[src/rtl/pl9823_pkg.sv]
`default_nettype none
// ============================================================================
// Module      : pl9823_pkg
// Description : PL9823 one-wire timing constants and receiver state encoding.
// Revision    : 1.0 - initial release
// ============================================================================
package pl9823_pkg;

    // Transmit-side timing at 50 MHz, in clock cycles
    localparam int c_tx_bit_period = 86;
    localparam int c_tx_t0h        = 18;
    localparam int c_tx_t1h        = 68;
    localparam int c_tx_reset_gap  = 3000;

    // Receive-side defaults
    localparam int c_rx_t_min_high = 5;
    localparam int c_rx_t_thresh   = 43;
    localparam int c_rx_t_max_high = 80;
    localparam int c_rx_t_reset    = 2500;
    localparam int c_rx_cw         = 12;

    localparam int c_pixel_w       = 24;

    typedef enum logic [1:0] {
        SYNC = 2'd0,
        IDLE = 2'd1,
        HIGH = 2'd2,
        LOW  = 2'd3
    } rx_state_t;

endpackage
`default_nettype wire

[src/rtl/pl9823_din_sync.sv]
`default_nettype none
// ============================================================================
// Module      : pl9823_din_sync
// Description : 2-FF synchronizer for the one-wire line with edge strobes.
// Revision    : 1.0 - initial release
// ============================================================================
module pl9823_din_sync (
    input  logic clk,
    input  logic rst_n,
    input  logic i_din,
    output logic o_s,
    output logic o_rise,
    output logic o_fall
);

    logic r_meta;
    logic r_sync;
    logic r_prev;

    always_ff @(posedge clk or negedge rst_n) begin
        if (!rst_n) begin
            r_meta <= 1'b0;
            r_sync <= 1'b0;
            r_prev <= 1'b0;
        end else begin
            r_meta <= i_din;
            r_sync <= r_meta;
            r_prev <= r_sync;
        end
    end

    assign o_s    = r_sync;
    assign o_rise = r_sync & ~r_prev;
    assign o_fall = ~r_sync & r_prev;

endmodule
`default_nettype wire

[src/rtl/rgb_pl9823_rx.sv]
`default_nettype none
// ============================================================================
// Module      : rgb_pl9823_rx
// Description : PL9823 one-wire receiver: pulse-width bit decode, 24-bit pixel
//               assembly, frame index and latch-gap detection.
// Revision    : 1.0 - initial release
// ============================================================================
module rgb_pl9823_rx
    import pl9823_pkg::*;
#(
    parameter int T_MIN_HIGH = c_rx_t_min_high,
    parameter int T_THRESH   = c_rx_t_thresh,
    parameter int T_MAX_HIGH = c_rx_t_max_high,
    parameter int T_RESET    = c_rx_t_reset,
    parameter int CW         = c_rx_cw
) (
    input  logic                 CLK,
    input  logic                 RST_N,
    input  logic                 DIN,
    output logic [c_pixel_w-1:0] PIXEL,
    output logic                 PIXEL_VALID,
    output logic [7:0]           PIXEL_IDX,
    output logic                 FRAME_END,
    output logic                 ERR
);

    localparam logic [CW-1:0] c_min      = CW'(T_MIN_HIGH);
    localparam logic [CW-1:0] c_thresh   = CW'(T_THRESH);
    localparam logic [CW-1:0] c_max      = CW'(T_MAX_HIGH);
    localparam logic [CW-1:0] c_reset_m1 = CW'(T_RESET - 1);
    localparam logic [CW-1:0] c_one      = CW'(1);
    localparam logic [CW-1:0] c_sat      = {CW{1'b1}};

    logic w_s;
    logic w_rise;
    logic w_fall;

    pl9823_din_sync u_din_sync (
        .clk    (CLK),
        .rst_n  (RST_N),
        .i_din  (DIN),
        .o_s    (w_s),
        .o_rise (w_rise),
        .o_fall (w_fall)
    );

    rx_state_t              r_state;
    logic [CW-1:0]          r_cnt;
    logic [4:0]             r_bits;
    logic [c_pixel_w-1:0]   r_shift;
    logic [c_pixel_w-1:0]   r_pixel;
    logic [7:0]             r_idx;
    logic                   r_valid;
    logic                   r_frame_end;
    logic                   r_err;

    logic [CW-1:0]          w_cnt_inc;
    logic                   w_bit;
    logic                   w_err_now;

    assign w_cnt_inc = (r_cnt == c_sat) ? r_cnt : r_cnt + c_one;
    // In HIGH, r_cnt is the high width so far; on the fall cycle it is the final width.
    assign w_bit     = (r_cnt >= c_thresh);
    assign w_err_now = w_fall ? ((r_cnt < c_min) || (r_cnt > c_max))
                              : (w_cnt_inc > c_max);

    always_ff @(posedge CLK or negedge RST_N) begin
        if (!RST_N) begin
            r_state     <= SYNC;
            r_cnt       <= '0;
            r_bits      <= '0;
            r_shift     <= '0;
            r_pixel     <= '0;
            r_idx       <= '0;
            r_valid     <= 1'b0;
            r_frame_end <= 1'b0;
            r_err       <= 1'b0;
        end else begin
            r_valid     <= 1'b0;
            r_frame_end <= 1'b0;
            r_err       <= 1'b0;
            if (r_valid) begin
                r_idx <= r_idx + 8'd1;
            end

            case (r_state)
                SYNC: begin
                    if (w_s) begin
                        r_cnt <= '0;
                    end else if (r_cnt == c_reset_m1) begin
                        r_cnt   <= '0;
                        r_state <= IDLE;
                    end else begin
                        r_cnt <= w_cnt_inc;
                    end
                end

                IDLE: begin
                    // The rise cycle is already the first high cycle
                    if (w_rise) begin
                        r_cnt   <= c_one;
                        r_state <= HIGH;
                    end
                end

                HIGH: begin
                    if (w_err_now) begin
                        r_err   <= 1'b1;
                        r_bits  <= '0;
                        r_shift <= '0;
                        r_cnt   <= '0;
                        r_state <= SYNC;
                    end else if (w_fall) begin
                        r_shift <= {r_shift[c_pixel_w-2:0], w_bit};
                        if (r_bits == 5'd23) begin
                            r_bits  <= '0;
                            r_pixel <= {r_shift[c_pixel_w-2:0], w_bit};
                            r_valid <= 1'b1;
                        end else begin
                            r_bits <= r_bits + 5'd1;
                        end
                        r_cnt   <= c_one;
                        r_state <= LOW;
                    end else begin
                        r_cnt <= w_cnt_inc;
                    end
                end

                LOW: begin
                    if (w_rise) begin
                        r_cnt   <= c_one;
                        r_state <= HIGH;
                    end else if (r_cnt == c_reset_m1) begin
                        r_frame_end <= 1'b1;
                        r_err       <= (r_bits != 5'd0);
                        r_idx       <= '0;
                        r_bits      <= '0;
                        r_shift     <= '0;
                        r_cnt       <= '0;
                        r_state     <= IDLE;
                    end else begin
                        r_cnt <= w_cnt_inc;
                    end
                end

                default: begin
                    r_state <= SYNC;
                end
            endcase
        end
    end

    assign PIXEL       = r_pixel;
    assign PIXEL_VALID = r_valid;
    assign PIXEL_IDX   = r_idx;
    assign FRAME_END   = r_frame_end;
    assign ERR         = r_err;

endmodule
`default_nettype wire

[config.mk]
export PLATFORM = sky130hd
export DESIGN_NAME = rgb_pl9823_rx
export DESIGN_NICKNAME = d
export VERILOG_FILES = /design/src/rtl/pl9823_pkg.sv /design/src/rtl/pl9823_din_sync.sv /design/src/rtl/rgb_pl9823_rx.sv
export SDC_FILE = /design/constraint.sdc
export NUM_CORES = 1
export LEC_CHECK = 0
export ABC_CLOCK_PERIOD_IN_PS = 5400
export BUFFER_PORTS_ARGS = -buffer_cell sky130_fd_sc_hd__buf_2
export CAP_MARGIN = 10
export CORE_MARGIN = 10
export CORE_UTILIZATION = 63
export CTS_BUF_LIST = sky130_fd_sc_hd__clkbuf_4 sky130_fd_sc_hd__clkbuf_8 sky130_fd_sc_hd__clkbuf_16
export DETAILED_ROUTE_END_ITERATION = 10
export PLACE_DENSITY = 0.94
export SYNTH_ARGS = -nofsm -noshare
export SYNTH_HDL_FRONTEND = slang
export SYNTH_SLANG_ARGS = --single-unit
[constraint.sdc]
create_clock -name CLK -period 5.4 [get_ports CLK]
set_clock_uncertainty 0.2 [all_clocks]
set_input_delay 0.27 -clock CLK [delete_from_list [all_inputs] [get_ports CLK]]
set_output_delay 0.27 -clock CLK [all_outputs]
set_load 0.02 [all_outputs]
==> impl_metrics.json <==
{
  "cap_viol_max_count": 0,
  "io_buffers": 37,
  "setup-tns-final_ns": 0,
  "rsz0062_at_grt": "no",
  "cp-end-kind": "register",
  "grt-busiest-layer": "met2",
  "tightest_slew_ns": 0.984,
  "min_path_cells": 0,
  "ys_ff_latch": 80,
  "rrSetupSlack_ns": 1.92,
  "die_area_mm2": 0.00978,
  "antenna_left": 0,
  "io_pins": 38,
  "syn_avg_cell_area_um2": 11.2,
  "relSlewSlack_pct": 33.9,
  "critical_path_required_ns": 5.44,
  "met3_usage_pct": 5.24,
  "post-place-ws_ns": 2.01,
  "slew_viol_final": 0,
  "die_x_um": 98.9,
  "finalSetupViolations": 0,
  "irDropWorstVdd_uv": 224,
  "num-fill-cells": 373,
  "reg2regPathDepth": 9,
  "clk_pin_slew_ns": 0.08,
  "arrival_ns": 3.53,
  "powerDensity_mw_per_mm2": 269,
  "via_per_inst": 6.34,
  "cts_setup_buffers": 0,
  "power_mw": 1.17,
  "grt_pass1_vias": 2774,
  "min_path_type": "register to register",
  "syn_to_final_growth_pct": 11.3,
  "core-area_mm2": 0.00599,
  "synth_nets": 358,
  "initial_core_util_pct": 65.5,
  "rows": 28,
  "timing.critical_path.from": "r_cnt[0]",
  "wl_um": 8570,
  "crit_fanout": 24,
  "cts_resized": 0,
  "grt_pass1_wl_um": 14300,
  "startpoint_type": "register",
  "clock_sinks": 80,
  "clockRootBuffer": "clkbuf_8",
  "fin_crit_ns": 3.48,
  "syn_inst": 349,
  "crit_end": "PIXEL[2]",
  "numCtsBuffers": 9,
  "timing.final.ws_setup_ns": 1.92,
  "met1_usage_pct": 21.9,
  "path_class": "register to register",
  "clk_latency_ns": 0.35,
  "status": "complete, no violations",
  "globalplace.congestion": 0.957,
  "cts_htree_levels": 3,
  "yosysSeqAreaShare_pct": 51.1,
  "r2r-end": "PIXEL[2]",
  "synth_ff_type": "dfrtp_1",
  "remaining_drc_errors": 0,
  "ys_warn_count": 0,
  "drive_gt1_share_pct": 22.7,
  "antenna_found_initial": 0,
  "syn-cell-area_mm2": 0.00392,
  "tritoncts": "yes",
  "first_pass_iters": 5,
  "die_y_um": 98.9,
  "mostFrequentLayoutCell": "dfrtp_1",
  "grt_use_total_pct": 17.7,
  "ys_types": 56,
  "grt_use_met2_pct": 27.8,
  "dp_hpwl_um": 5660,
  "reg2reg_from": "r_cnt[0]",
  "finalNetCount": 389,
  "timing_hold_violations_final": 0,
  "multi_input_area_mm2": 0.00174,
  "final_cell_mix": "80 x dfrtp_1, 36 x buf_2, 28 x nand2_1",
  "synth_edf_count": 0,
  "timing.fmax_mhz": 287,
  "num_vias": 2910,
  "period_share_pct": 64.5,
  "wl_per_cell_um": 18.7,
  "clock_path_buffers": 2,
  "grt_max_degree": 81,
  "drtIter0Drc": 200,
  "seq_area_mm2": 0.00200,
  "overflow": 0,
  "synth-async-reset-ratio_pct": 100,
  "antenna_cells": 0,
  "leakage_nw": 2.02
}
worst max-delay path, stage by stage, from the launching register on:
cell and delay (ns):
dfrtp_1 0.47, ha_1 0.33, and3_1 0.27, nor3_1 0.21
o21a_1 0.18, o221ai_1 0.27, o21ai_4 0.37, nor4b_4 0.25
buf_4 0.42, mux2_2 0.39
per-stage QoR:
stage	instance area [um2]	cells	hold slack (ns)	utilization (%)
2_1_floorplan	3920	349	-0.226	-
3_3_place_gp	4110	442	0.138	68.5
3_5_place_dp	4110	442	0.140	68.5
4_1_cts	4370	459	0.158	72.9
5_1_grt	4370	459	0.171	72.9
6_report	4370	459	0.154	72.9
power by group:
part	total (mW)	leakage (nW)	switching (mW)	internal [mW]
clock network	0.532	0.116	0.224	0.308
registers	0.606	1.11	0.00489	0.601
logic	0.0343	0.794	0.0248	0.00952
worst min path at each step:
stage | end | startpoint
floorplan | ERR | RST_N
global placement | u_din_sync.o_s | u_din_sync.r_meta
detailed placement | u_din_sync.o_s | u_din_sync.r_meta
CTS | u_din_sync.o_s | u_din_sync.r_meta
global route | u_din_sync.o_s | u_din_sync.r_meta
finish | u_din_sync.o_s | u_din_sync.r_meta
cell type report:
cell class	count	share of cell area, %
flip-flops and latches	80	45.9
multi-input cells	232	39.9
repair buffers	43	5.45
clock buffers	9	2.84
clock inverters	6	2.64
well taps	75	2.15
inverters	14	1.20
flip-flops by register name, summed over array words and instances, names as in the netlist:
name / count
FRAME_END: 1
u_din_sync.o_s: 1
r_shift: 23
u_din_sync.r_prev: 1
PIXEL_IDX: 8
r_state: 2
r_cnt: 12
PIXEL: 24
ERR: 1
u_din_sync.r_meta: 1
PIXEL_VALID: 1
r_bits: 5
synth_stat cells (5+ instances only):
library cell	number	area [um2]
clkbuf_1	7	26.3
a22o_1	23	201
ha_1	6	75.1
nand3_1	7	35.0
nor3_1	10	50.1
nor2_1	24	90.1
a211oi_1	8	60.1
nand4_1	10	62.6
buf_2	7	35.0
o21ai_0	15	75.1
nand2_1	28	105
dfrtp_1	80	2000
mux2_4	19	285
mux2_2	5	56.3
mux2i_1	5	50.1
inv_1	14	52.6
a21oi_1	7	35.0
a31oi_1	7	43.8
repair_timing:
action / in CTS / in global routing
setup endpoints to repair: 0 / 0
hold endpoints to repair: 81 / 0
hold buffers: 2 / 0
routing by layer:
layer | wire, um | vias to the layer above
met5 | 0 | -
met4 | 197 | 0
met3 | 598 | 16
met2 | 4140 | 112
met1 | 3630 | 1437
li1 | - | 1345
cell families (layout without fill, tap and decap cells):
logic type | count (synthesis) | in the layout | share of synthesized area (%)
AO/OA/AOI/OAI | 84 | 84 | 16.2
buffers and inverters | 37 | 72 | 4.75
adder cells (fa/ha/maj) | 6 | 6 | 1.91
AND/OR/NAND/NOR | 105 | 105 | 14.3
XOR/XNOR | 8 | 8 | 1.79
multiplexers | 29 | 29 | 9.99
flip-flops | 80 | 80 | 51.1
Power figures use the tool's default switching activity.
